<file path="config.mk">
export PLATFORM = sky130hd
export DESIGN_NAME = mem_dump_tx
export DESIGN_NICKNAME = d
export VERILOG_FILES = /design/src/rtl/mem_dump_pkg.sv /design/src/rtl/mem_dump_tx.sv
export SDC_FILE = /design/constraint.sdc
export NUM_CORES = 1
export LEC_CHECK = 0
export CAP_MARGIN = 20
export CORE_MARGIN = 5
export CORE_UTILIZATION = 30
export DETAILED_ROUTE_END_ITERATION = 7
export PLACE_DENSITY = 0.63
export SYNTH_ARGS = -nofsm -noshare
export SYNTH_HDL_FRONTEND = slang
export SYNTH_SLANG_ARGS = --single-unit
</file>
<file path="constraint.sdc">
create_clock -name CLK_UART_i -period 2.34 [get_ports CLK_UART_i]
set_clock_uncertainty 0.15 [all_clocks]
set_input_delay 0.468 -clock CLK_UART_i [delete_from_list [all_inputs] [get_ports CLK_UART_i]]
set_output_delay 0.468 -clock CLK_UART_i [all_outputs]
set_load 0.05 [all_outputs]
</file>
<file path="src/rtl/mem_dump_pkg.sv">
// mem_dump_pkg: shared widths and FSM state encoding for the memory dump transmitter.
// CKSUM exists only when MEM_DUMP_CKSUM_EN is defined.
package mem_dump_pkg;
   localparam int WORD_W = 16;
   localparam int BYTE_W = 8;
   typedef enum logic [3:0] {
      IDLE,
      RD_ADDR,
      RD_WAIT,
      LOAD,
      TX_REQ,
      TX_ACK,
      TX_DONE,
      NEXT
`ifdef MEM_DUMP_CKSUM_EN
      , CKSUM
`endif
   } state_t;
endpackage

</file>
<file path="src/rtl/mem_dump_tx.sv">
// mem_dump_tx: reads 16-bit words from a synchronous memory and sends them as byte pairs to a uart.
// Define MEM_DUMP_CKSUM_EN to append a modulo-256 byte checksum after the last word.
module mem_dump_tx
   import mem_dump_pkg::*;
#(
   parameter int ADDR_W    = 8,
   parameter bit MSB_FIRST = 1'b1
)(
   input  logic              CLK_UART_i,
   input  logic              RST_i,
   input  logic              start_i,
   input  logic [ADDR_W-1:0] start_addr_i,
   input  logic [ADDR_W:0]   word_count_i,
   output logic [ADDR_W-1:0] mem_addr_o,
   input  logic [WORD_W-1:0] mem_data_i,
   output logic              start_tx_o,
   output logic [BYTE_W-1:0] serial_write_o,
   input  logic              busy_tx_i,
   output logic              busy_o,
   output logic              done_o
);
   state_t            r_state, w_next, w_fin;
   logic [ADDR_W-1:0] r_addr;
   logic [ADDR_W:0]   r_cnt;
   logic [WORD_W-1:0] r_word;
   logic              r_sel, r_done, w_ck, w_done;
   logic [BYTE_W-1:0] w_byte;
`ifdef MEM_DUMP_CKSUM_EN
   logic [BYTE_W-1:0] r_sum;
   logic              r_ck;
   assign w_ck  = r_ck;
   assign w_fin = CKSUM;
`else
   assign w_ck  = 1'b0;
   assign w_fin = IDLE;
`endif
   // r_sel=0 is the first byte of the word; MSB_FIRST picks which half that is
   assign w_byte = (r_sel == MSB_FIRST) ? r_word[BYTE_W-1:0] : r_word[WORD_W-1:BYTE_W];

   always_ff @(posedge CLK_UART_i) begin
      if (RST_i) r_state <= IDLE;
      else       r_state <= w_next;
   end

   always_comb begin
      w_next = r_state;
      case (r_state)
         IDLE:    if (start_i) w_next = (word_count_i == '0) ? w_fin : RD_ADDR;
         RD_ADDR: w_next = RD_WAIT;
         RD_WAIT: w_next = LOAD;
         LOAD:    w_next = TX_REQ;
         TX_REQ:  if (!busy_tx_i) w_next = TX_ACK;
         TX_ACK:  if (busy_tx_i) w_next = TX_DONE;
         TX_DONE: if (!busy_tx_i) w_next = w_ck ? IDLE : r_sel ? NEXT : TX_REQ;
         NEXT:    w_next = (r_cnt == (ADDR_W+1)'(1)) ? w_fin : RD_ADDR;
`ifdef MEM_DUMP_CKSUM_EN
         CKSUM:   w_next = TX_REQ;
`endif
         default: w_next = IDLE;
      endcase
   end

   always_comb begin
      start_tx_o = (r_state == TX_REQ) && !busy_tx_i;
      busy_o     = r_state != IDLE;
      done_o     = r_done;
      mem_addr_o = r_addr;
      w_done     = (w_next == IDLE) && ((r_state != IDLE) || (start_i && word_count_i == '0));
`ifdef MEM_DUMP_CKSUM_EN
      serial_write_o = r_ck ? r_sum : w_byte;
`else
      serial_write_o = w_byte;
`endif
   end

   always_ff @(posedge CLK_UART_i) begin
      if (RST_i) begin
         r_addr <= '0;
         r_cnt  <= '0;
         r_word <= '0;
         r_sel  <= 1'b0;
         r_done <= 1'b0;
`ifdef MEM_DUMP_CKSUM_EN
         r_sum  <= '0;
         r_ck   <= 1'b0;
`endif
      end else begin
         r_done <= w_done;
         if (r_state == IDLE && start_i) begin
            r_addr <= start_addr_i;
            r_cnt  <= word_count_i;
            r_sel  <= 1'b0;
`ifdef MEM_DUMP_CKSUM_EN
            r_sum  <= '0;
            r_ck   <= 1'b0;
`endif
         end
         if (r_state == LOAD) r_word <= mem_data_i;
         if (r_state == TX_DONE && !busy_tx_i) r_sel <= ~r_sel;
         if (r_state == NEXT) begin
            r_addr <= r_addr + 1'b1;
            r_cnt  <= r_cnt - 1'b1;
         end
`ifdef MEM_DUMP_CKSUM_EN
         // the checksum byte itself must not feed back while it is on the wire
         if (start_tx_o && !r_ck) r_sum <= r_sum + w_byte;
         if (r_state == CKSUM) r_ck <= 1'b1;
`endif
      end
   end
endmodule
</file>
==> impl_metrics.env <==
export IMPL_cts_buffers=5
export IMPL_min_from="r_word[1]$_SDFFE_PP0P_"
export IMPL_period_needed_ns=2.20
export IMPL_seq_area_frac_synth=0.404
export IMPL_max_freq_ghz=0.454
export IMPL_n_antenna_cell=0
export IMPL_area_growth_pct=37.7
export IMPL_crit_chain="clkdlybuf4s50_1"
export IMPL_p_per_area_nw_per_um2=532
export IMPL_syn_area_um2=1930
export IMPL_relSlewSlack=0.616
export IMPL_synth_area_per_cell_um2=8.23
export IMPL_synth_fp_nets=275
export IMPL_clock_root_buffer="clkbuf_8"
export IMPL_portBuffers=55
export IMPL_grt_pass1_wl_mm=8.73
export IMPL_hold_depth=2
export IMPL_crit_family="buffers and inverters"
export IMPL_crit_slowest_cell="clkdlybuf4s50_1"
export IMPL_cts_hold_fix_buffers=0
export IMPL_finish_utilization=0.422
export IMPL_worstSkewPairLatency_ns=0.28
export IMPL_grt_max_degree=18
export IMPL_rr_endpoint="r_cnt[5]$_SDFFE_PP0P_"
export IMPL_drt_total_wl_mm=4.95
export IMPL_drc=0
export IMPL_grt_use_total=0.127
export IMPL_final_nets=332
export IMPL_drive_above_1_share=0.140
export IMPL_layout_common_cells="45 x nand2_1, 45 x clkdlybuf4s50_1, 39 x dfxtp_1"
export IMPL_ioPinCount=56
export IMPL_slew_viol_final=0
export IMPL_core_region_area_um2=6310
export IMPL_row_count=29
export IMPL_ys_ff_latch=39
export IMPL_hpwl_mm=3.61
export IMPL_synth_edf_count=0
export IMPL_arrival_ns=1.59
export IMPL_tightestPinTransition_ns=0.575
export IMPL_ant_nets=0
export IMPL_cellLeakagePower_nw=0.944
export IMPL_cts_sinks=39
export IMPL_setup_viol=0
export IMPL_dieArea_um2=8150
export IMPL_cts_tree="built"
export IMPL_antenna_found_initial=0
export IMPL_clk_pin_slew_worst_paths_ns=0.07
export IMPL_cts_max_path_buffers=2
export IMPL_fin_tns_setup_ns=0
export IMPL_min_path_type="flip-flop to flip-flop"
export IMPL_final_area_um2=2660
export IMPL_dp_cells=362
export IMPL_dpl_cell_area_um2=2560
export IMPL_crit_type="flip-flop to output pin"
export IMPL_p_int_mw=1.06
export IMPL_hold_viol_final=0
export IMPL_critPathBufInv=1
export IMPL_finalCritPeriodShare=0.942
export IMPL_ys_warn_count=0
export IMPL_instances_no_fill=370
export IMPL_whs_endpoint="r_word[1]$_SDFFE_PP0P_"
export IMPL_cts_setup_buffers=0
export IMPL_max_cap_violations=0
export IMPL_start_util=0.306
export IMPL_pwr_share_seq=0.499
export IMPL_drt_iter0_drc=47
export IMPL_vias=1863
export IMPL_fp_dieW_um=90.3
export IMPL_clockPowerShare=0.349
export IMPL_first_global_vias=1826
export IMPL_die_h_um=90.3
export IMPL_r2r_slack_ns=0.25
export IMPL_comb_power_share=0.152
export IMPL_status="complete, no violations"
export IMPL_reg2reg_depth=4
export IMPL_r2r_start="r_state[2]$_SDFF_PP0_"
export IMPL_cp_end_kind="output pin"
export IMPL_ctsResizeCount=0
export IMPL_dr_pass1_iters=4
export IMPL_critPathRequiredTime_ns=1.72
export IMPL_max_stage_delay_ns=0.85
export IMPL_ys_types=44
export IMPL_gp_congestion=0.750
export IMPL_crit_fanout=8
export IMPL_p_switching_uw=356
export IMPL_switching_share=0.252
export IMPL_synthArstFlopShare=0
export IMPL_grt_ovfl_total=0
export IMPL_synthCells=235
export IMPL_wl_per_cell_um=13.4
export IMPL_synth_main_ff_cell="dfxtp_1"
export IMPL_ir_drop_mv=0.273
export IMPL_htreeDepth=2
export IMPL_via_per_inst=5.04
export IMPL_start_kind="flip-flop"
export IMPL_grt_setup_unrepaired="false"
==> final cells by class <==
cell class                 count  area [um2]
fill                         658        3650
multi-input combinational    176        1050
sequential                    39         781
timing repair buffer          65         613
clock buffer                   8         100
tap                           77        96.3
inverter                       5        18.8
==> synthesized netlist by cell type (2+ instances only) <==
master	number	area, um2
inv_1	5	18.8
nand2b_1	3	18.8
a211oi_1	3	22.5
nand4b_1	3	26.3
a221oi_1	3	26.3
ha_1	3	37.5
mux2_2	8	90.1
a2bb2oi_1	2	17.5
buf_6	2	22.5
nand2_1	45	169
dfxtp_1	39	781
nand4_1	3	18.8
and3_1	4	25.0
nor2_1	15	56.3
o21ai_0	6	30.0
buf_2	6	30.0
a31oi_1	9	56.3
or3_1	3	18.8
o311ai_0	2	17.5
a21oi_1	31	155
clkbuf_1	4	15.0
nor4_2	2	25.0
nor3_1	2	10.0
nor4_1	3	18.8
o211ai_1	3	22.5
nand3_1	6	30.0
buf_4	2	15.0
and4_1	2	17.5
==> per-layer routing <==
metal,up-vias,track usage,part of all wire
met3,5,0.0392,0.057
met1,849,0.170,0.50
li1,963,-,-
met5,-,0,0
met2,46,0.198,0.44
met4,0,0.0335,0.0095
==> flip-flops by register name, indices dropped and copies added, names as in the netlist <==
name / cells
r_cnt: 9
r_sel: 1
r_state: 4
done_o: 1
r_word: 16
mem_addr_o: 8
==> worst max path at each step <==
stage / start / end / slack (ns) / cells after the start
2_1_floorplan: busy_tx_i / start_tx_o / 0.19 / 2
3_3_place_gp: busy_tx_i / start_tx_o / 0.18 / 4
3_5_place_dp: busy_tx_i / start_tx_o / 0.18 / 4
4_1_cts: mem_addr_o[4]$_SDFFE_PP0P_ / mem_addr_o[4] / 0.12 / 1
5_1_grt: mem_addr_o[4]$_SDFFE_PP0P_ / mem_addr_o[4] / 0.04 / 1
6_report: mem_addr_o[4]$_SDFFE_PP0P_ / mem_addr_o[4] / 0.14 / 1
==> logic make-up (layout without fill, tap and decap cells) <==
group | Yosys count | count (layout) | share of synthesized area
muxes | 8 | 8 | 0.0466
AOI/OAI and AO/OA | 65 | 65 | 0.208
DFF | 39 | 39 | 0.404
and+or+nand+nor | 98 | 98 | 0.261
other | 1 | 1 | 0.00194
buffers and inverters | 20 | 78 | 0.0544
xor gates and xnor gates | 1 | 1 | 0.00453
adders and majority gates | 3 | 3 | 0.0194
==> stage by stage <==
stage / hold WS [ns] / power, mW / setup slack (ns)
2_1_floorplan: 0.283 / 0.830 / 0.191
3_3_place_gp: 0.288 / 0.937 / 0.175
3_5_place_dp: 0.298 / 0.937 / 0.182
4_1_cts: 0.308 / 1.44 / 0.120
5_1_grt: 0.320 / 1.49 / 0.0424
6_report: 0.304 / 1.42 / 0.136
==> power groups by stage <==
| stage | clock, mW | combinational (mW) | sequential (mW) |
|---|---|---|---|
| 2_1_floorplan | 0 | 0.0812 | 0.749 |
| 3_3_place_gp | 0 | 0.216 | 0.721 |
| 3_5_place_dp | 0 | 0.215 | 0.722 |
| 4_1_cts | 0.519 | 0.217 | 0.706 |
| 5_1_grt | 0.550 | 0.233 | 0.710 |
| 6_report | 0.495 | 0.215 | 0.706 |
Power figures use the tool's default switching activity.
